--- src/rtl/vanilla_decode_queue_pkg.sv ---
// Shared types for the vanilla decode queue slice.
// Provides the instruction view, the integer and FP decode bundles,
// the queue state encoding and the serialising-op predicate.
package vanilla_decode_queue_pkg;

    typedef struct packed {
        logic [6:0] funct7;
        logic [4:0] rs2;
        logic [4:0] rs1;
        logic [2:0] funct3;
        logic [4:0] rd;
        logic [6:0] op;
    } instruction_s;

    localparam logic [6:0] OP_OP      = 7'b0110011;
    localparam logic [6:0] OP_IMM     = 7'b0010011;
    localparam logic [6:0] OP_LUI     = 7'b0110111;
    localparam logic [6:0] OP_AUIPC   = 7'b0010111;
    localparam logic [6:0] OP_JAL     = 7'b1101111;
    localparam logic [6:0] OP_JALR    = 7'b1100111;
    localparam logic [6:0] OP_BRANCH  = 7'b1100011;
    localparam logic [6:0] OP_LOAD    = 7'b0000011;
    localparam logic [6:0] OP_STORE   = 7'b0100011;
    localparam logic [6:0] OP_MISC    = 7'b0001111;
    localparam logic [6:0] OP_SYSTEM  = 7'b1110011;
    localparam logic [6:0] OP_CUSTOM0 = 7'b0001011;
    localparam logic [6:0] OP_FP      = 7'b1010011;
    localparam logic [31:0] MRET_INSTR = 32'h3020_0073;

    typedef enum logic [1:0] {eFNONE, eFADD, eFSUB, eFMUL} fpu_float_op_e;

    typedef struct packed {
        logic write_rd;
        logic read_rs1;
        logic read_rs2;
        logic is_load_op;
        logic is_store_op;
        logic is_branch_op;
        logic is_jal_op;
        logic is_jalr_op;
        logic is_csr_op;
        logic is_fence_op;
        logic is_barsend_op;
        logic is_barrecv_op;
        logic is_mret_op;
        logic is_fp_op;
        logic unsupported;
    } decode_s;

    typedef struct packed {
        logic          is_fpu_float_op;
        logic          write_frd;
        fpu_float_op_e fpu_float_op;
    } fp_decode_s;

    typedef enum logic {eNORMAL, eDRAIN} decode_queue_state_e;

    function automatic logic is_serializing(decode_s d);
        return d.is_csr_op | d.is_fence_op | d.is_barsend_op
             | d.is_barrecv_op | d.is_mret_op;
    endfunction

endpackage

--- src/rtl/vanilla_decode_queue_if.sv ---
// Fetch/issue-side bundle for the decode queue.
//   slave  : the queue (consumes fetch + yumi, drives head outputs)
//   master : the environment (fetch and issue logic)
interface vanilla_decode_queue_if #(
    parameter int els_p      = 4,
    parameter int pc_width_p = 22
);
    import vanilla_decode_queue_pkg::*;

    logic                         flush_i;
    logic                         v_i;
    instruction_s                 instr_i;
    logic [pc_width_p-1:0]        pc_i;
    logic                         ready_o;
    logic                         v_o;
    instruction_s                 instr_o;
    logic [pc_width_p-1:0]        pc_o;
    decode_s                      decode_o;
    fp_decode_s                   fp_decode_o;
    logic                         illegal_o;
    logic [$clog2(els_p+1)-1:0]   count_o;
    logic                         yumi_i;

    modport slave (
        input  flush_i, v_i, instr_i, pc_i, yumi_i,
        output ready_o, v_o, instr_o, pc_o, decode_o, fp_decode_o, illegal_o, count_o
    );

    modport master (
        output flush_i, v_i, instr_i, pc_i, yumi_i,
        input  ready_o, v_o, instr_o, pc_o, decode_o, fp_decode_o, illegal_o, count_o
    );

endinterface

--- src/rtl/vanilla_decode_queue_cl_decode.sv ---
// cl_decode: combinational RV32 decoder for the vanilla core subset.
//   instruction_i : raw instruction
//   decode_o      : integer-pipe control bundle (unsupported flags illegal ops)
//   fp_decode_o   : FP-pipe control bundle
module cl_decode
    import vanilla_decode_queue_pkg::*;
(
    input  instruction_s instruction_i,
    output decode_s      decode_o,
    output fp_decode_s   fp_decode_o
);
    logic rd_nz;
    assign rd_nz = |instruction_i.rd;

    always_comb begin
        decode_o    = '0;
        fp_decode_o = '0;
        case (instruction_i.op)
            OP_OP: begin
                // MUL and DIV/REM are implemented; the high-half multiplies are not.
                if ((instruction_i.funct7 == 7'b0000000) || (instruction_i.funct7 == 7'b0100000)
                    || ((instruction_i.funct7 == 7'b0000001)
                        && !(instruction_i.funct3 inside {3'b001, 3'b010, 3'b011}))) begin
                    decode_o.write_rd = rd_nz;
                    decode_o.read_rs1 = 1'b1;
                    decode_o.read_rs2 = 1'b1;
                end else begin
                    decode_o.unsupported = 1'b1;
                end
            end
            OP_IMM: begin
                decode_o.write_rd = rd_nz;
                decode_o.read_rs1 = 1'b1;
            end
            OP_LUI, OP_AUIPC: decode_o.write_rd = rd_nz;
            OP_JAL: begin
                decode_o.write_rd  = rd_nz;
                decode_o.is_jal_op = 1'b1;
            end
            OP_JALR: begin
                decode_o.write_rd   = rd_nz;
                decode_o.read_rs1   = 1'b1;
                decode_o.is_jalr_op = 1'b1;
            end
            OP_BRANCH: begin
                decode_o.read_rs1     = 1'b1;
                decode_o.read_rs2     = 1'b1;
                decode_o.is_branch_op = 1'b1;
            end
            OP_LOAD: begin
                decode_o.write_rd   = rd_nz;
                decode_o.read_rs1   = 1'b1;
                decode_o.is_load_op = 1'b1;
            end
            OP_STORE: begin
                decode_o.read_rs1    = 1'b1;
                decode_o.read_rs2    = 1'b1;
                decode_o.is_store_op = 1'b1;
            end
            OP_MISC: decode_o.is_fence_op = 1'b1;
            OP_SYSTEM: begin
                if (instruction_i.funct3 != 3'b000) begin
                    decode_o.is_csr_op = 1'b1;
                    decode_o.write_rd  = rd_nz;
                    decode_o.read_rs1  = ~instruction_i.funct3[2];
                end else if (instruction_i == MRET_INSTR) begin
                    decode_o.is_mret_op = 1'b1;
                end else begin
                    decode_o.unsupported = 1'b1;
                end
            end
            OP_CUSTOM0: begin
                if (instruction_i.funct3 == 3'b000)      decode_o.is_barsend_op = 1'b1;
                else if (instruction_i.funct3 == 3'b001) decode_o.is_barrecv_op = 1'b1;
                else                                     decode_o.unsupported   = 1'b1;
            end
            OP_FP: begin
                decode_o.is_fp_op           = 1'b1;
                decode_o.read_rs1           = 1'b1;
                decode_o.read_rs2           = 1'b1;
                fp_decode_o.is_fpu_float_op = 1'b1;
                fp_decode_o.write_frd       = 1'b1;
                case (instruction_i.funct7[6:2])
                    5'b00000: fp_decode_o.fpu_float_op = eFADD;
                    5'b00001: fp_decode_o.fpu_float_op = eFSUB;
                    5'b00010: fp_decode_o.fpu_float_op = eFMUL;
                    default: begin
                        fp_decode_o          = '0;
                        decode_o.unsupported = 1'b1;
                    end
                endcase
            end
            default: decode_o.unsupported = 1'b1;
        endcase
    end

endmodule

--- src/rtl/vanilla_decode_queue.sv ---
// vanilla_decode_queue: decode-stage circular buffer between fetch and issue.
// Instructions are decoded on enqueue so issue sees registered control.
//   clk_i, reset_i : clock, synchronous active-high reset
//   q (slave)      : fetch handshake (v_i/ready_o), flush, head outputs, yumi_i
// With serialize_p=1, a CSR/fence/barrier/MRET blocks further fetch until drained.
module vanilla_decode_queue
    import vanilla_decode_queue_pkg::*;
#(
    parameter int els_p       = 4,
    parameter int pc_width_p  = 22,
    parameter int serialize_p = 1
)(
    input  logic                  clk_i,
    input  logic                  reset_i,
    vanilla_decode_queue_if.slave q
);
    localparam int ptr_w_lp = (els_p > 1) ? $clog2(els_p) : 1;
    localparam int cnt_w_lp = $clog2(els_p + 1);

    typedef logic [ptr_w_lp-1:0] ptr_t;
    typedef logic [cnt_w_lp-1:0] cnt_t;

    typedef struct packed {
        instruction_s          instr;
        logic [pc_width_p-1:0] pc;
        decode_s               decode;
        fp_decode_s            fp_decode;
        logic                  ser;
    } decode_queue_entry_s;

    decode_queue_entry_s mem_r [els_p];
    decode_queue_entry_s wentry, head;
    ptr_t                wptr_r, rptr_r;
    cnt_t                count_r;
    decode_queue_state_e state_r, state_n;
    decode_s             dec;
    fp_decode_s          fp_dec;
    logic                enq, deq;

    cl_decode dec_inst (
        .instruction_i (q.instr_i),
        .decode_o      (dec),
        .fp_decode_o   (fp_dec)
    );

    // Explicit wrap so non-power-of-two depths work.
    function automatic ptr_t ptr_inc(ptr_t p);
        return (p == ptr_t'(els_p - 1)) ? '0 : p + ptr_t'(1);
    endfunction

    always_comb begin
        wentry           = '0;
        wentry.instr     = q.instr_i;
        wentry.pc        = q.pc_i;
        wentry.decode    = dec;
        wentry.fp_decode = fp_dec;
        wentry.ser       = is_serializing(dec);
    end

    assign head          = mem_r[rptr_r];
    assign q.ready_o     = (count_r < cnt_t'(els_p)) && (state_r == eNORMAL);
    assign q.v_o         = (count_r != '0);
    assign q.instr_o     = head.instr;
    assign q.pc_o        = head.pc;
    assign q.decode_o    = head.decode;
    assign q.fp_decode_o = head.fp_decode;
    assign q.illegal_o   = head.decode.unsupported;
    assign q.count_o     = count_r;

    assign enq = q.v_i & q.ready_o & ~q.flush_i;
    assign deq = q.yumi_i & ~q.flush_i;

    always_comb begin
        state_n = state_r;
        case (state_r)
            eNORMAL: if (enq && wentry.ser && (serialize_p != 0)) state_n = eDRAIN;
            // In DRAIN nothing is enqueued, so the serialising op is the last entry.
            eDRAIN:  if (deq && (count_r == cnt_t'(1)) && head.ser) state_n = eNORMAL;
            default: state_n = eNORMAL;
        endcase
        if (q.flush_i) state_n = eNORMAL;
    end

    always_ff @(posedge clk_i) begin
        if (reset_i) begin
            wptr_r  <= '0;
            rptr_r  <= '0;
            count_r <= '0;
            state_r <= eNORMAL;
            for (int unsigned i = 0; i < els_p; i++) mem_r[ptr_t'(i)] <= '0;
        end else begin
            state_r <= state_n;
            if (q.flush_i) begin
                wptr_r  <= '0;
                rptr_r  <= '0;
                count_r <= '0;
            end else begin
                if (enq) begin
                    mem_r[wptr_r] <= wentry;
                    wptr_r        <= ptr_inc(wptr_r);
                end
                if (deq) rptr_r <= ptr_inc(rptr_r);
                if (enq && !deq)      count_r <= count_r + cnt_t'(1);
                else if (deq && !enq) count_r <= count_r - cnt_t'(1);
            end
        end
    end

    always_ff @(posedge clk_i) begin
        if (!reset_i) begin
            assert (!(q.yumi_i && !q.v_o)) else $error("decode queue: yumi_i with empty head");
            assert (count_r <= cnt_t'(els_p)) else $error("decode queue: count overflow");
        end
    end

endmodule

--- src/flat_wrapper.sv ---
// flat-port wrapper written by rule: the top's interface ports become plain ports
module vanilla_decode_queue_flat import vanilla_decode_queue_pkg::*;
#(
    parameter int els_p       = 4,
    parameter int pc_width_p  = 22,
    parameter int serialize_p = 1
)
  (clk_i, reset_i, q_flush_i, q_v_i, q_instr_i, q_pc_i, q_yumi_i, q_ready_o, q_v_o, q_instr_o, q_pc_o, q_decode_o, q_fp_decode_o, q_illegal_o, q_count_o);
  vanilla_decode_queue_if #(.els_p(els_p), .pc_width_p(pc_width_p)) q_i ();
  input  logic clk_i;
  input  logic reset_i;
  input wire logic [$bits(q_i.flush_i)-1:0] q_flush_i;
  input wire logic [$bits(q_i.v_i)-1:0] q_v_i;
  input wire logic [$bits(q_i.instr_i)-1:0] q_instr_i;
  input wire logic [$bits(q_i.pc_i)-1:0] q_pc_i;
  input wire logic [$bits(q_i.yumi_i)-1:0] q_yumi_i;
  output wire logic [$bits(q_i.ready_o)-1:0] q_ready_o;
  output wire logic [$bits(q_i.v_o)-1:0] q_v_o;
  output wire logic [$bits(q_i.instr_o)-1:0] q_instr_o;
  output wire logic [$bits(q_i.pc_o)-1:0] q_pc_o;
  output wire logic [$bits(q_i.decode_o)-1:0] q_decode_o;
  output wire logic [$bits(q_i.fp_decode_o)-1:0] q_fp_decode_o;
  output wire logic [$bits(q_i.illegal_o)-1:0] q_illegal_o;
  output wire logic [$bits(q_i.count_o)-1:0] q_count_o;
  assign q_i.flush_i = q_flush_i;
  assign q_i.v_i = q_v_i;
  assign q_i.instr_i = q_instr_i;
  assign q_i.pc_i = q_pc_i;
  assign q_i.yumi_i = q_yumi_i;
  assign q_ready_o = q_i.ready_o;
  assign q_v_o = q_i.v_o;
  assign q_instr_o = q_i.instr_o;
  assign q_pc_o = q_i.pc_o;
  assign q_decode_o = q_i.decode_o;
  assign q_fp_decode_o = q_i.fp_decode_o;
  assign q_illegal_o = q_i.illegal_o;
  assign q_count_o = q_i.count_o;
  vanilla_decode_queue #(.els_p(els_p), .pc_width_p(pc_width_p), .serialize_p(serialize_p)) u_core (.clk_i(clk_i), .reset_i(reset_i), .q(q_i));
endmodule
--- config.mk ---
export PLATFORM = sky130hd
export DESIGN_NAME = vanilla_decode_queue_flat
export DESIGN_NICKNAME = d
export VERILOG_FILES = /design/src/rtl/vanilla_decode_queue_pkg.sv /design/src/rtl/vanilla_decode_queue_if.sv /design/src/rtl/vanilla_decode_queue_cl_decode.sv /design/src/rtl/vanilla_decode_queue.sv /design/src/flat_wrapper.sv
export SDC_FILE = /design/constraint.sdc
export NUM_CORES = 1
export LEC_CHECK = 0
export ABC_AREA = 0
export ABC_CLOCK_PERIOD_IN_PS = 4900
export CELL_PAD_IN_SITES_DETAIL_PLACEMENT = 1
export CELL_PAD_IN_SITES_GLOBAL_PLACEMENT = 2
export CORE_ASPECT_RATIO = 0.8
export CORE_MARGIN = 8
export CORE_UTILIZATION = 41
export DETAILED_ROUTE_END_ITERATION = 8
export MAX_ROUTING_LAYER = met4
export PLACE_DENSITY_LB_ADDON = 0.1
export SETUP_SLACK_MARGIN = 0.05
export SLEW_MARGIN = 10
export SYNTH_ARGS = -nofsm -noshare
export SYNTH_HDL_FRONTEND = slang
export SYNTH_SLANG_ARGS = --single-unit
--- constraint.sdc ---
create_clock -name clk_i -period 4.9 [get_ports clk_i]
set_input_delay 0.98 -clock clk_i [delete_from_list [all_inputs] [get_ports clk_i]]
set_output_delay 0.98 -clock clk_i [all_outputs]
set_load 0.01 [all_outputs]
-- Word level (Yosys, flattened, before mapping)
Memory sizes are Yosys's and may differ from the RTL's. A register that Yosys moved wholly into a read port is not among the register bits.
Index checks and enable logic that the tools add are counted.
- $add $sub $neg: 4
- order comparisons: 1
- equality and inequality tests: 24
- mux-type cells: 49
- bitwise gates (word level): 10
- reductions and logical operators: 27
- operator list (kind ; number):
    $mux W74 ; 1
    $reduce_or A74 Y1 ; 1
    $eq A7 B7 Y1 const B ; 5
    $eq A32 B30 Y1 const B ; 1
    $mux W1 ; 30
    $eq A7 B6 Y1 const B ; 4
    $mux W2 ; 8
    $eq A7 B4 Y1 const B ; 2
    $eq A7 B5 Y1 const B ; 2
    $reduce_or A6 Y1 ; 2
    $mux W3 ; 3
    $reduce_bool A3 Y1 ; 3
    $reduce_or A9 Y1 ; 1
    $eq A7 B1 Y1 const B ; 1
    $eq A7 B2 Y1 const B ; 1
    $logic_and A1 B1 Y1 ; 7
    $logic_not A7 Y1 ; 1
    $eq A3 B1 Y1 const B ; 2
    $eq A3 B2 Y1 const B ; 2
    $pmux W1 S3 ; 2
    $pmux W2 S3 ; 1
    $reduce_or A3 Y1 ; 2
    $eq A5 B1 Y1 const B ; 1
    $eq A5 B2 Y1 const B ; 1
    18 further kinds ; 31
- bits in registers: 8
- memory bits (writable): 296
- bits of input ports: 59
- output and inout port bits: 79
- logic and storage cells: 120
- memories kept: 1
- memories (memory ; words ; bits a word ; read ports ; clocked after memory_dff ; write ports ; line ; RTL):
    u_core.mem_r ; 4 ; 74 ; 1 ; 1 ; 4 ; vanilla_decode_queue.sv:31 ; decode_queue_entry_s mem_r [els_p];

-- Logic depth before layout (Yosys ltp)
Gate-level depths: netlist of the first run.
- word-level depth: 10
- gate-level depth with buffers: 9
- gate-level depth less buffers: 7

-- Modules after synthesis
Synthesis of the first run repeated with hierarchy kept, for this count alone.
- cells, all modules: 871
- area total of the unflattened synthesis: 13852.0 µm²
- by module, submodules not included (module ; instances ; cells an instance ; area each (µm²) ; sequential area each (µm²)):
    vanilla_decode_queue ; 1 ; 789 ; 13270.2 ; 9088.7
    cl_decode ; 1 ; 82 ; 581.8 ; 0.0

-- Least setup slack after synthesis of the first run
Ideal clock, no wire load.
- path kind: in2reg
- from: in q_v_i
- to: mem u_core.mem_r[0][0] (netlist bit) (enable)
- library setup time: 0.443 ns
- arrival: 3.753 ns
- required time: 4.457 ns
- slack: 0.703 ns
- stages: 5
- path buffers: 1
- cell sequence: or3b_1 > buf_2 > or2_4 > or3_1 > nand2b_1
- RTL lines (what ; line ; RTL):
    start, declared ; flat_wrapper.sv:13 ; input wire logic [$bits(q_i.v_i)-1:0] q_v_i;
    end, declared ; vanilla_decode_queue.sv:31 ;

==> results_dict.tcl, run 1 <==
set metrics [dict create \
    dieWidth_um 217 \
    utilization 0.501 \
    r2r_setup_slack_ns 2.08 \
    max-vdd-ir-drop_v 0.000269 \
    slew_violations 0 \
    critPathTopFamily "buffers and inverters" \
    clk_path_buf_depth 3 \
    dr_total_vias 7584 \
    routedWlPerCell_um 23.5 \
    place_congestion 0.768 \
    netlist_area_um2 13300 \
    yosysTopAreaCell "edfxtp_1" \
    total_power_mw 5.66 \
    holdPathStages 2 \
    avgSynthCellArea_um2 15.5 \
    yosys-top-cells-area "edfxtp_1, mux4_2, and2_1" \
    post_route_cells_drive_above_1_share 0.146 \
    grt_pass1_wl_um 53100 \
    tns_ns 0 \
    drt_iter0_markers 505 \
    crit_buf_inv 2 \
    slew_headroom 0.520 \
    power_density_nw_per_um2 350 \
    crit_path_max_incr_delay_ns 0.76 \
    cp.arrival_ns 2.85 \
    min_from "u_core.state_r" \
    ant_nets 0 \
    netlist_instances 857 \
    synth.net_count 923 \
    min_to "u_core.state_r" \
    cts_buffers 31 \
    end_kind "primary output" \
    r2r-start "u_core.q.count_o[2]" \
    grt_pass1_vias 8348 \
    ys_seq_area_frac 0.674 \
    remaining_drc_errors 0 \
    die_h_um 177 \
    post-cts-setup-buffer-count 0 \
    cts_tree "built" \
    fin_skew_ns 0.0101 \
    setup_viol_count_final 0 \
    vias_per_cell 5.25 \
    hold_class "flip-flop to flip-flop" \
    ys_seq_elements 302 \
    yosys_warnings 0 \
    dpl.hpwl_um 21200 \
    fp-row-count 59 \
    syn2layout_area_growth_pct 21.6 \
    htreeDepth 1 \
    critPathKind "flip-flop to primary output" \
    portBuffers 137 \
    start_kind "flip-flop" \
    yosysMostFrequentCell "edfxtp_1" \
    max_freq_ghz 0.261 \
    cts_sinks 302 \
    synth_common_cells "edfxtp_1, and2_1, nor2_1" \
    clk_pin_slew_ns 0.06 \
    synth-edff-count 292 \
    synth_flop_cell "edfxtp_1" \
    final_area_um2 16200 \
    overflow 0 \
    ctsHoldBuffers 0 \
    synth_top_area_frac 0.659 \
    r2r_end "u_core.mem_r[1][65]" \
    grtUsageTotal 0.185 \
    hold_violations 0 \
    antenna_found_initial 0 \
    ff2ff_path_depth 7 \
    post_cts_resized 0 \
    wirelength_um 33900 \
    worst_pin_slew_ns 0.720 \
    fin_nets 1061 \
    fin_ws_ns 1.07 \
    die_area_um2 38500 \
    cap_violations 0 \
    fin_crit_sh 0.781 \
    root_buffer "clkbuf_16" \
    crit_required_ns 3.92 \
    clk_latency_ns 0.55 \
    timing.final.crit_period_ns 3.83 \
    crit_path_cell_trace "buf_4 > mux4_2 > clkdlybuf4s50_1" \
    coreArea_um2 32300 \
    start_util 0.412 \
    firstDrtPassIters 4 \
    leakagePower_nw 5.66 \
    io_pins 138 \
    pre_cts_slack_ns 0.964 \
    critPathSlowestCell "dfxtp_4" \
    diodes 0 \
    synth.distinct_cells 53 \
    status "finished clean" \
    rsz0062_at_grt "false" \
    grt_max_degree 74 \
    post_dp_cell_area_um2 15300 \
    cp_max_fo 29 \
    async_flop_share 0 \
]
## flip-flops by register name (all words and copies together), names as in the netlist, named ones only
signal and count:
u_core.q.count_o 3, u_core.rptr_r 2, u_core.state_r 1, u_core.mem_r 292
u_core.wptr_r 2
## tightest hold or removal path, delay by kind of cell (launching register included)
| kind | cells | cell delay [ns] |
|---|---|---|
| and+or+nand+nor | 1 | 0.06 |
| DFF | 1 | 0.33 |
| AOI/OAI and AO/OA | 1 | 0.05 |
## where the power goes
group          internal [mW]  switching [mW]  total, mW  leakage (nW)
registers               2.94          0.0427       2.99          3.11
logic                  0.245           0.250      0.494          2.11
clock network           1.22           0.960       2.18         0.444
## through the flow
stage               instances  hold slack, ns
detailed placement       1389           0.485
global placement         1389           0.473
CTS                      1445           0.494
global route             1445           0.519
floorplan                 857           0.442
finish                   1445           0.489
## per-layer routing
metal	up-vias	part of all wire	track usage
met4	0	0.015	0.0326
li1	3444	-	-
met3	33	0.041	0.0289
met1	3965	0.45	0.245
met2	142	0.49	0.304
met5	-	0	-
## kinds of logic after synthesis
family | share of synthesized area
xor+xnor | 0.00132
mux | 0.125
flops | 0.674
simple gates | 0.156
compound gates | 0.0165
fa+ha+maj | 0.00659
buf+inv | 0.0201
## how the worst max path moves through the flow
stage / endpoint / startpoint / slack [ns] / depth (start not counted)
after floorplan: u_core.mem_r[0][0] / q_v_i / 0.70 / 5
after global placement: u_core.mem_r[1][64] / q_v_i / 0.97 / 8
after detailed placement: u_core.mem_r[1][64] / q_v_i / 0.96 / 8
after CTS: q_fp_decode_o[3] / flip-flop / 0.94 / 3
after global routing: q_fp_decode_o[2] / flip-flop / 0.87 / 3
final: q_fp_decode_o[3] / flip-flop / 1.07 / 3
## area by class of cell
class | count | area [um^2]
clock buffer | 43 | 821
sequential | 302 | 8980
fill | 3079 | 16100
multi-input combinational | 488 | 4120
clock inverter | 13 | 90.1
inverter | 13 | 48.8
tap | 427 | 534
timing repair buffer | 159 | 1590
## cells in the final DEF, fill, tap and decap left out, types with 3 or more instances in the layout
cell type | synthesis | final
a21oi_1 | 19 | 19
and2_1 | 208 | 208
buf_12 | 0 | 4
buf_4 | 2 | 18
clkbuf_1 | 43 | 12
clkbuf_16 | 0 | 31
clkdlybuf4s50_1 | 0 | 137
clkinv_1 | 0 | 6
clkinv_2 | 0 | 4
dfxtp_1 | 10 | 8
edfxtp_1 | 292 | 292
ha_1 | 7 | 7
inv_1 | 13 | 13
mux4_2 | 73 | 73
nand2_1 | 16 | 16
nand2b_1 | 9 | 6
nand2b_4 | 0 | 3
nand3_1 | 4 | 4
nor2_1 | 87 | 86
nor3_1 | 7 | 7
nor4_1 | 5 | 5
o21ai_0 | 5 | 5
o21ai_1 | 3 | 3
or3_1 | 7 | 7
Power figures use the tool's default switching activity.
==> run 2: changes to the inputs <==
- ABC_CLOCK_PERIOD_IN_PS: 4900 -> 3500
- CORE_UTILIZATION: 41 -> 37
- clock period: 4.9 -> 3.5 ns (I/O delays scaled with it)
==> run 2 against run 1 <==
  * Worst hold slack improved by 0.0082 ns
  * Die area is 9.9% higher
  * First-iteration DRC count up 6.3%
  * Power grew 46%
  * Cell area is 3.0% higher
  * Sequential power up 39%
  * Non-clock buffer count grew 20
  * Largest cell class unchanged
==> results_dict.tcl, run 2 (synthesis gave the netlist of run 1 again) <==
set metrics [dict create \
    total_power_mw 8.25 \
    syn2layout_area_growth_pct 25.2 \
    hold_violations 0 \
    drt_iter0_markers 537 \
    n_fill_cell 3507 \
    vias_per_cell 5.02 \
    fin_nets 1085 \
    regArea_um2 8980 \
    cts_buffers 35 \
    fin_crit_sh 0.897 \
    r2r-start "u_core.q.count_o[2]" \
    hold_class "flip-flop to flip-flop" \
    post-cts-setup-buffer-count 0 \
    diodes 0 \
    firstDrtPassIters 5 \
    multi_input_area_um2 4120 \
    r2r_setup_slack_ns 1.17 \
    root_buffer "clkbuf_16" \
    slew_headroom 0.589 \
    min_from "u_core.state_r" \
    cts_tree "built" \
    crit_required_ns 2.80 \
    min_to "u_core.state_r" \
    r2r_end "u_core.mem_r[0][36]" \
    largest_register_ffs 292 \
    ff2ff_path_depth 5 \
    grt_pass1_wl_um 54300 \
    fp-row-count 62 \
    status "finished clean" \
    die_h_um 186 \
    start_kind "flip-flop" \
    cp_max_fo 13 \
    clk_latency_ns 0.52 \
    timing.final.crit_period_ns 3.14 \
    post_cts_resized 0 \
    cap_violations 0 \
    dr_total_vias 7640 \
    rsz0062_at_grt "false" \
    tns_ns 0 \
    remaining_drc_errors 0 \
    grt_pass1_vias 8455 \
    setup_viol_count_final 0 \
    wirelength_um 35300 \
    portBuffers 137 \
    end_kind "primary output" \
    slew_violations 0 \
    dieWidth_um 228 \
    place_congestion 0.729 \
    cp.arrival_ns 2.44 \
    clk_path_buf_depth 3 \
    holdPathStages 2 \
    ctsHoldBuffers 0 \
    grt_max_degree 54 \
    clk_pin_slew_ns 0.06 \
    start_util 0.373 \
    die_area_um2 42300 \
    post_route_cells_drive_above_1_share 0.164 \
    routedWlPerCell_um 23.2 \
    grtUsageTotal 0.173 \
    leakagePower_nw 5.85 \
    power_density_nw_per_um2 495 \
    dpl.hpwl_um 22600 \
    antenna_found_initial 0 \
    fin_skew_ns 0.00923 \
    final_cell_mix "edfxtp_1, and2_1, clkdlybuf4s50_1" \
    ant_nets 0 \
    final_common_cell "edfxtp_1" \
    cts_sinks 302 \
    largest-register "u_core.mem_r" \
    overflow 0 \
    htreeDepth 2 \
    io_pins 138 \
    max-vdd-ir-drop_v 0.000337 \
    worst_pin_slew_ns 0.609 \
    max_freq_ghz 0.318 \
    critPathKind "flip-flop to primary output" \
    coreArea_um2 35700 \
]
[run 2: changes by cell type in the layout (fill, tap and decap cells not counted), sizes merged]
| cell | delta |
|---|---|
| buf | +20 |
| clkinv | -1 |
| inv | +1 |
| clkbuf | +4 |
[run 2: how the worst max path moves through the flow]
| stage | to | slack [ns] | cells after the start |
|---|---|---|---|
| after detailed placement | u_core.mem_r[0][27] | 0.36 | 6 |
| after global placement | u_core.mem_r[0][27] | 0.37 | 6 |
| after CTS | q_pc_o[20] | 0.27 | 3 |
| after floorplan | u_core.mem_r[0][0] | 0.39 | 5 |
| final | q_instr_o[28] | 0.36 | 3 |
| after global routing | q_instr_o[28] | 0.21 | 3 |
[run 2: layout make-up]
| cell class | instances | share of cell area |
|---|---|---|
| tap | 480 | 0.0361 |
| multi-input combinational | 488 | 0.247 |
| clock buffer | 47 | 0.0553 |
| sequential | 302 | 0.539 |
| timing repair buffer | 179 | 0.114 |
| clock inverter | 13 | 0.00548 |
| inverter | 13 | 0.00293 |
[run 2: critical path: stages, from the launching register on]
cell,delay (ns)
dfxtp_4,0.55
buf_4,0.31
mux4_2,0.54
clkdlybuf4s50_1,0.51
[run 2: power breakdown]
| group | leakage [nW] | internal [mW] | switching [mW] | total, mW |
|---|---|---|---|---|
| logic | 2.26 | 0.373 | 0.367 | 0.740 |
| registers | 3.11 | 4.12 | 0.0525 | 4.17 |
| clock network | 0.490 | 1.92 | 1.42 | 3.34 |
[run 2: through the flow]
step	hold slack [ns]	setup slack [ns]	util	area [um^2]	instances
after floorplan	0.442	0.389	-	13300	857
after global routing	0.525	0.212	0.467	16700	1522
after global placement	0.486	0.370	0.438	15600	1462
final	0.497	0.360	0.467	16700	1522
after detailed placement	0.488	0.364	0.438	15600	1462
after CTS	0.497	0.268	0.467	16700	1522
[run 2: metal layers]
layer	track usage	vias to the layer above	wire length [um]
met4	0.0441	0	609
met3	0.0268	48	1600
li1	-	3502	-
met5	-	-	0
met1	0.233	3913	16400
met2	0.276	177	16700
